File: config.mk
export PLATFORM = sky130hd
export DESIGN_NAME = ram_port_master
export DESIGN_NICKNAME = d
export VERILOG_FILES = /design/src/rtl/ram_port_master.sv
export SDC_FILE = /design/constraint.sdc
export NUM_CORES = 1
export LEC_CHECK = 0
export BUFFER_PORTS_ARGS = -buffer_cell sky130_fd_sc_hd__buf_2
export CORE_ASPECT_RATIO = 0.75
export CORE_UTILIZATION = 45
export DETAILED_ROUTE_END_ITERATION = 12
export HOLD_SLACK_MARGIN = 0.1
export PLACE_DENSITY = 0.72
export REMOVE_ABC_BUFFERS = 1
export SETUP_SLACK_MARGIN = 0.4
export SLEW_MARGIN = 0
export SYNTH_ARGS = -nofsm -noshare
export SYNTH_HDL_FRONTEND = slang
export SYNTH_SLANG_ARGS = --single-unit
File: constraint.sdc
create_clock -name clk -period 2.21 [get_ports clk]
set_clock_uncertainty 0.1 [all_clocks]
set_input_delay 0.1105 -clock clk [delete_from_list [all_inputs] [get_ports clk]]
set_output_delay 0.1105 -clock clk [all_outputs]
set_load 0.01 [all_outputs]
File: src/rtl/ram_port_master.sv
// Single-port initiator for the inferred block RAM: valid/ready requests in, in-order read
// responses out through a small FIFO, plus a hardware sweep that clears every word.
module ram_port_master #(
    parameter int              WIDTH        = 8,
    parameter int              DEPTH        = 64,
    parameter int              LG_DEPTH     = 6,
    parameter logic [WIDTH-1:0] INIT_VAL    = '0,
    parameter bit              SYNC_OUTPUT  = 1'b1,
    parameter int              RSP_DEPTH    = 4,
    parameter int              LG_RSP_DEPTH = 2
) (
    input  logic                clk,
    input  logic                rst,
    input  logic                init_start,
    output logic                init_busy,
    input  logic                req_valid,
    output logic                req_ready,
    input  logic                req_we,
    input  logic [LG_DEPTH-1:0] req_addr,
    input  logic [WIDTH-1:0]    req_data,
    output logic                rsp_valid,
    input  logic                rsp_ready,
    output logic [WIDTH-1:0]    rsp_data,
    output logic                ram_en,
    output logic                ram_we,
    output logic [LG_DEPTH-1:0] ram_addr,
    output logic [WIDTH-1:0]    ram_din,
    input  logic [WIDTH-1:0]    ram_dout
);

    typedef enum logic [0:0] {IDLE, INIT} state_t;

    localparam logic [LG_RSP_DEPTH:0] RSP_FULL  = (LG_RSP_DEPTH+1)'(RSP_DEPTH);
    localparam logic [LG_DEPTH-1:0]   LAST_ADDR = LG_DEPTH'(DEPTH - 1);

    state_t                    state;
    logic [LG_DEPTH-1:0]       sweep_addr;
    logic                      inflight;
    logic [WIDTH-1:0]          fifo_mem [RSP_DEPTH];
    logic [LG_RSP_DEPTH-1:0]   wr_ptr;
    logic [LG_RSP_DEPTH-1:0]   rd_ptr;
    logic [LG_RSP_DEPTH:0]     count;
    logic [LG_RSP_DEPTH:0]     occ;
    logic                      accept;
    logic                      push;
    logic                      pop;

    // A read still travelling through the RAM output register already owns a FIFO slot.
    assign occ       = count + {{LG_RSP_DEPTH{1'b0}}, (SYNC_OUTPUT ? inflight : 1'b0)};
    assign init_busy = (state == INIT);
    assign req_ready = (state == IDLE) && (occ < RSP_FULL);
    assign accept    = req_valid && req_ready;

    assign ram_en   = accept || init_busy;
    assign ram_we   = (accept && req_we) || init_busy;
    assign ram_addr = init_busy ? sweep_addr : req_addr;
    assign ram_din  = init_busy ? INIT_VAL : req_data;

    assign push      = SYNC_OUTPUT ? inflight : (accept && !req_we);
    assign rsp_valid = (count != '0);
    assign pop       = rsp_valid && rsp_ready;
    assign rsp_data  = fifo_mem[rd_ptr];

    always_ff @(posedge clk) begin
        if (push)
            fifo_mem[wr_ptr] <= ram_dout;
    end

    always_ff @(posedge clk or posedge rst) begin
        if (rst) begin
            state      <= IDLE;
            sweep_addr <= '0;
            inflight   <= 1'b0;
            wr_ptr     <= '0;
            rd_ptr     <= '0;
            count      <= '0;
        end else begin
            inflight <= SYNC_OUTPUT && accept && !req_we;

            if (push)
                wr_ptr <= wr_ptr + LG_RSP_DEPTH'(1);
            if (pop)
                rd_ptr <= rd_ptr + LG_RSP_DEPTH'(1);

            if (push && !pop)
                count <= count + 1'b1;
            else if (pop && !push)
                count <= count - 1'b1;

            case (state)
                IDLE: begin
                    if (init_start)
                        state <= INIT;
                end
                INIT: begin
                    if (sweep_addr == LAST_ADDR) begin
                        state      <= IDLE;
                        sweep_addr <= '0;
                    end else begin
                        sweep_addr <= sweep_addr + LG_DEPTH'(1);
                    end
                end
                default: state <= IDLE;
            endcase
        end
    end

endmodule

# Word level (Yosys, flattened, before mapping)
# Memories as Yosys holds them, arrays and structs flattened.
# Cells that the tools add are included.
# W data, S select, Z words.
[op_classes]
bitwise = 1
eq_ne = 1
n_reduce_logical = 14
n_mux = 10
magnitude_cmp = 1
add_sub_neg = 6
[ops]
columns = ["operator", "n"]
rows = [
  ["$mux W6", 2],
  ["$mux W8", 1],
  ["$logic_and A1 B1 Y1", 7],
  ["$add A6 B1 Y6 const B", 1],
  ["$eq A6 B6 Y1 const B", 1],
  ["$mux W3", 2],
  ["$add A2 B1 Y2 const B", 2],
  ["$mux W1", 4],
  ["$add A3 B1 Y3", 1],
  ["$add A3 B1 Y3 const B", 1],
  ["$logic_not A1 Y1", 3],
  ["$lt A3 B3 Y1 const B", 1],
  ["$reduce_bool A3 Y1", 1],
  ["$sub A3 B1 Y3 const B", 1],
  ["$logic_or A1 B1 Y1", 2],
  ["$pmux W1 S2", 1],
  ["$reduce_bool A2 Y1", 1],
  ["$not A1 Y1", 1],
]
[word_totals]
mem_bits_rw = 32
elab_cells = 40
register_bits = 15
inputBits = 28
output_inout_bits = 27
n_memories = 1
[mem_list]
columns = ["name", "words", "width", "rd", "rd_ports_with_merged_regs", "write_ports", "line_no", "text"]
rows = [
  ["fifo_mem", 4, 8, 1, 0, 1, "39", "logic [WIDTH-1:0] fifo_mem [RSP_DEPTH];"],
]

# Longest topological paths before layout
[logic_depth]
depth_word = 6
ltp_mapped = 8
mapped_depth_nobuf = 8

# Least setup slack after synthesis
# OpenSTA, ideal clock, no wires.
[synth_timing]
path_type = "flip-flop to flip-flop"
from = "register count[0]"
to = "register count[2]"
stages_incl_launch_ff = 9
setup_slack_ns = 0.127
arrival_ns = 1.904
n_path_buf = 0
setup_time_ns = 0.079
required_ns = 2.031
cell_sequence = "dfrtp_1 -> or3_4 -> nand2_4 -> ha_1 -> inv_1 -> fa_1 -> xor2_1 -> nor2_1 -> xor2_1"
[synth_via]
elab_chain_cells = 5
[synth_lines]
columns = ["item", "line_no", "text"]
rows = [
  ["start: declaration", "42", "logic [LG_RSP_DEPTH:0] count;"],
  ["start signal: assignment", "86", "count <= count + 1'b1;"],
  ["start signal: assignment", "88", "count <= count - 1'b1;"],
  ["$reduce_bool A3 Y1 (*)", "60", "assign rsp_valid = (count != '0);"],
  ["named net rsp_valid", "21", "output logic rsp_valid,"],
  ["$logic_and A1 B1 Y1 (*)", "61", "assign pop = rsp_valid && rsp_ready;"],
  ["$logic_not A1 Y1", "85", "if (push && !pop)"],
  ["$logic_and A1 B1 Y1", "85", ""],
  ["$mux W3 or $reduce_bool A2 Y1 (tied branches)", "--", ""],
]
# Mark *: on every way through the listed nets, which the timed path passes. The rest lies on a longest branch. The select of a mux whose other input is x is not followed.
# A chain may end at the register's enable or synchronous reset.

# Worst setup path after layout
[layout_timing]
from = "register count[1]"
to = "register count[1]"
[layout_via]
elab_chain_cells = 5
[layout_lines]
columns = ["item"]
rows = [
  ["parallel branches: the longest is 5 deep, another holds $sub A3 B1 Y3"],
]
# Several ways; the timed one is not identified. The select of a mux whose other input is x is not followed.

==> impl_metrics.env <==
export IMPL_insertedDiodeCount=0
export IMPL_synth_cell_types=30
export IMPL_critPathRequiredTime_ns=2.29
export IMPL_cp_arrival_ns=2.07
export IMPL_peakVddDrop_v=0.000505
export IMPL_maxSlewHeadroom=0.615
export IMPL_nNetsFinal=246
export IMPL_worst_slack_ns=0.220
export IMPL_yosysSeqAreaShare=0.633
export IMPL_hold_violations=0
export IMPL_p_seq_frac=0.463
export IMPL_combPwrFrac=0.356
export IMPL_cts_clk_slew_worst_paths_ns=0.09
export IMPL_crit_path_end_kind="flip-flop"
export IMPL_area_growth_pct=28.3
export IMPL_design_area_um2=2710
export IMPL_crit_buf_inv=1
export IMPL_place_gp_congestion=0.706
export IMPL_crit_chain="or3_4 > nand2_4 > ha_4 > inv_2 > fa_2 > mux2_4"
export IMPL_fin_setup_tns_ns=0
export IMPL_cts_htree_levels=2
export IMPL_dr_first_iter_drc_count=71
export IMPL_maxCapViolations=0
export IMPL_slowest_delay_ns=0.43
export IMPL_finalSetupViolCount=0
export IMPL_die_w_um=81.1
export IMPL_clk_path_buf_depth=2
export IMPL_initial_utilization=0.470
export IMPL_switchingPower_mw=0.892
export IMPL_detail_route_vias_per_cell=5.08
export IMPL_p_clk_frac=0.181
export IMPL_worstReg2RegEnd="count[1]"
export IMPL_drive_above_1_share=0.434
export IMPL_ioPinCount=55
export IMPL_die_y_um=61.3
export IMPL_avgSynthCellArea_um2=15.8
export IMPL_grt_pass1_wl_um=5890
export IMPL_cts_buffers=5
export IMPL_clk_latency_ns=0.29
export IMPL_synth_edff_count=32
export IMPL_synth_area_um2=2110
export IMPL_dp_hpwl_um=2680
export IMPL_fin_util=0.603
export IMPL_regToRegSetupSlack_ns=0.22
export IMPL_dp_cells=242
export IMPL_dr_pass1_iters=4
export IMPL_synth_ff_type="edfxtp_1"
export IMPL_rsz0062_at_grt="yes"
export IMPL_p_sw_frac=0.327
export IMPL_p_per_area_nw_per_um2=1010
export IMPL_drc_errors=0
export IMPL_grt_max_degree=30
export IMPL_start_kind="flip-flop"
export IMPL_synth_warnings=0
export IMPL_portBuffers=54
export IMPL_clock_sinks=47
export IMPL_intPower_mw=1.84
export IMPL_worst_slew_pin_slew_ns=0.576
export IMPL_min_period_ns=1.99
export IMPL_placed_area_um2=2420
export IMPL_hold_ws_ns=0.324
export IMPL_grt_ovfl_total=0
export IMPL_critical_path_class="flip-flop to flip-flop"
export IMPL_wl_per_cell_um=14.6
export IMPL_report_power_total_mw=2.73
export IMPL_n_fill_cell=345
export IMPL_fmax_mhz=502
export IMPL_routed_wl_um=3920
export IMPL_ys_ff_latch=47
export IMPL_grt_pass1_vias=1287
export IMPL_postRouteAntennaNets=0
export IMPL_power_leakage_nw=1.10
export IMPL_synthArstFlopShare=0.319
export IMPL_syn_inst=134
export IMPL_rr_startpoint="count[1]"
export IMPL_hp_class="input pin to async pin"
export IMPL_outcome="finished, final reports clean"
export IMPL_grt_total_usage=0.167
export IMPL_num_rows=21
export IMPL_critPathMaxFanout=2
export IMPL_critPathTopFamily="adder cells"
export IMPL_dr_total_vias=1366
export IMPL_maxSlewViolCount=0
export IMPL_cts_tree="yes"
export IMPL_dp_slack_ns=0.0335
export IMPL_worst_path_max_delay_cell="fa_2"
export IMPL_period_share=0.900
export IMPL_antenna_found_initial=0
export IMPL_die_area_um2=4970
export IMPL_layout_cells_non_filler=269
export IMPL_worst_r2r_cell_count=6
export IMPL_core_um2=4490
export IMPL_root_buffer="clkbuf_8"
power groups by stage:
stage	logic [mW]	clock network [mW]	registers, mW
2_1_floorplan	0.564	0	1.24
3_3_place_gp	0.806	0	1.28
3_5_place_dp	0.840	0	1.30
6_report	0.971	0.494	1.27
5_1_grt	1.06	0.542	1.29
4_1_cts	0.951	0.504	1.26
cells in the final DEF, fill, tap and decap left out, drive strengths merged, types with 4 or more instances in the layout:
master / n
inv: 6
mux4: 8
nand2: 7
dlygate4sd3: 13
edfxtp: 32
xnor2: 6
xor2: 4
and2: 4
buf: 62
ha: 6
nor2b: 8
o21ai: 5
clkbuf: 5
nor2: 4
mux2: 6
dfrtp: 15
logic make-up (layout without fill, tap and decap cells):
| family | after synthesis | after routing | synth area share |
|---|---|---|---|
| compound gates | 13 | 13 | 0.0385 |
| xor+xnor | 10 | 10 | 0.0415 |
| fa+ha+maj | 7 | 7 | 0.0450 |
| buf+inv | 11 | 89 | 0.0326 |
| flops | 47 | 47 | 0.633 |
| mux | 14 | 14 | 0.117 |
| simple gates | 32 | 32 | 0.0919 |
layer usage:
metal / track usage / wire (um) / vias up
met3: 0.0400 / 118 / 7
met5: 0 / 0 / -
met2: 0.295 / 2180 / 19
li1: - / - / 643
met4: 0.0612 / 44 / 0
met1: 0.203 / 1570 / 697
area by class of cell:
| type | instances | area (um2) | area share |
|---|---|---|---|
| clock buffer | 5 | 68.8 | 0.0254 |
| timing repair buffer | 75 | 460 | 0.170 |
| sequential | 47 | 1340 | 0.495 |
| multi-input combinational | 76 | 724 | 0.267 |
| inverter | 6 | 22.5 | 0.00831 |
| tap | 57 | 71.3 | 0.0263 |
| clock inverter | 3 | 20.0 | 0.00739 |
worst reg2reg max path: stages, from the launching register on:
cell,delay (ns)
dfrtp_1,0.39
or3_4,0.41
nand2_4,0.08
ha_4,0.13
inv_2,0.04
fa_2,0.43
mux2_4,0.29
worst max path at each step:
stage	end	cells past startpoint	startpoint	slack, ns
global placement	count[2]	8	count[1]	0.15
global route	count[2]	8	count[1]	0.17
floorplan	count[2]	8	count[0]	0.13
CTS	count[2]	8	count[2]	0.23
finish	count[1]	6	count[1]	0.22
detailed placement	count[2]	8	count[1]	0.03
synthesized netlist by cell type (2+ instances only):
cell       n  area share
dfrtp_1   15        0.18
xor2_1     4       0.017
inv_1      6       0.011
o31ai_1    2      0.0071
nand2_1    6       0.011
buf_6      3       0.016
edfxtp_1  32        0.46
ha_1       6       0.036
nand3_2    2      0.0095
nand2b_1   2      0.0059
mux4_2     8       0.085
nor2b_1    8       0.024
and2_1     4       0.012
nor2_1     4      0.0071
nand4_1    2      0.0059
o21ai_0    5       0.012
mux2_2     6       0.032
xnor2_1    6       0.025
a21oi_1    2      0.0047
state kept, by name, indices dropped and copies added, names as in the netlist:
name / cells
fifo_mem: 32
sweep_addr: 6
count: 3
rd_ptr: 2
wr_ptr: 2
inflight: 1
init_busy: 1
repair_timing:
| action | in CTS | in global routing |
|---|---|---|
| resized for setup | 6 | 2 |
| hold endpoints to repair | 51 | 0 |
| setup buffers | 4 | 2 |
| pin swaps | 3 | 3 |
| hold buffers | 13 | 0 |
| setup endpoints to repair | 16 | 10 |
Note: power is estimated with default switching activity, not from simulation.
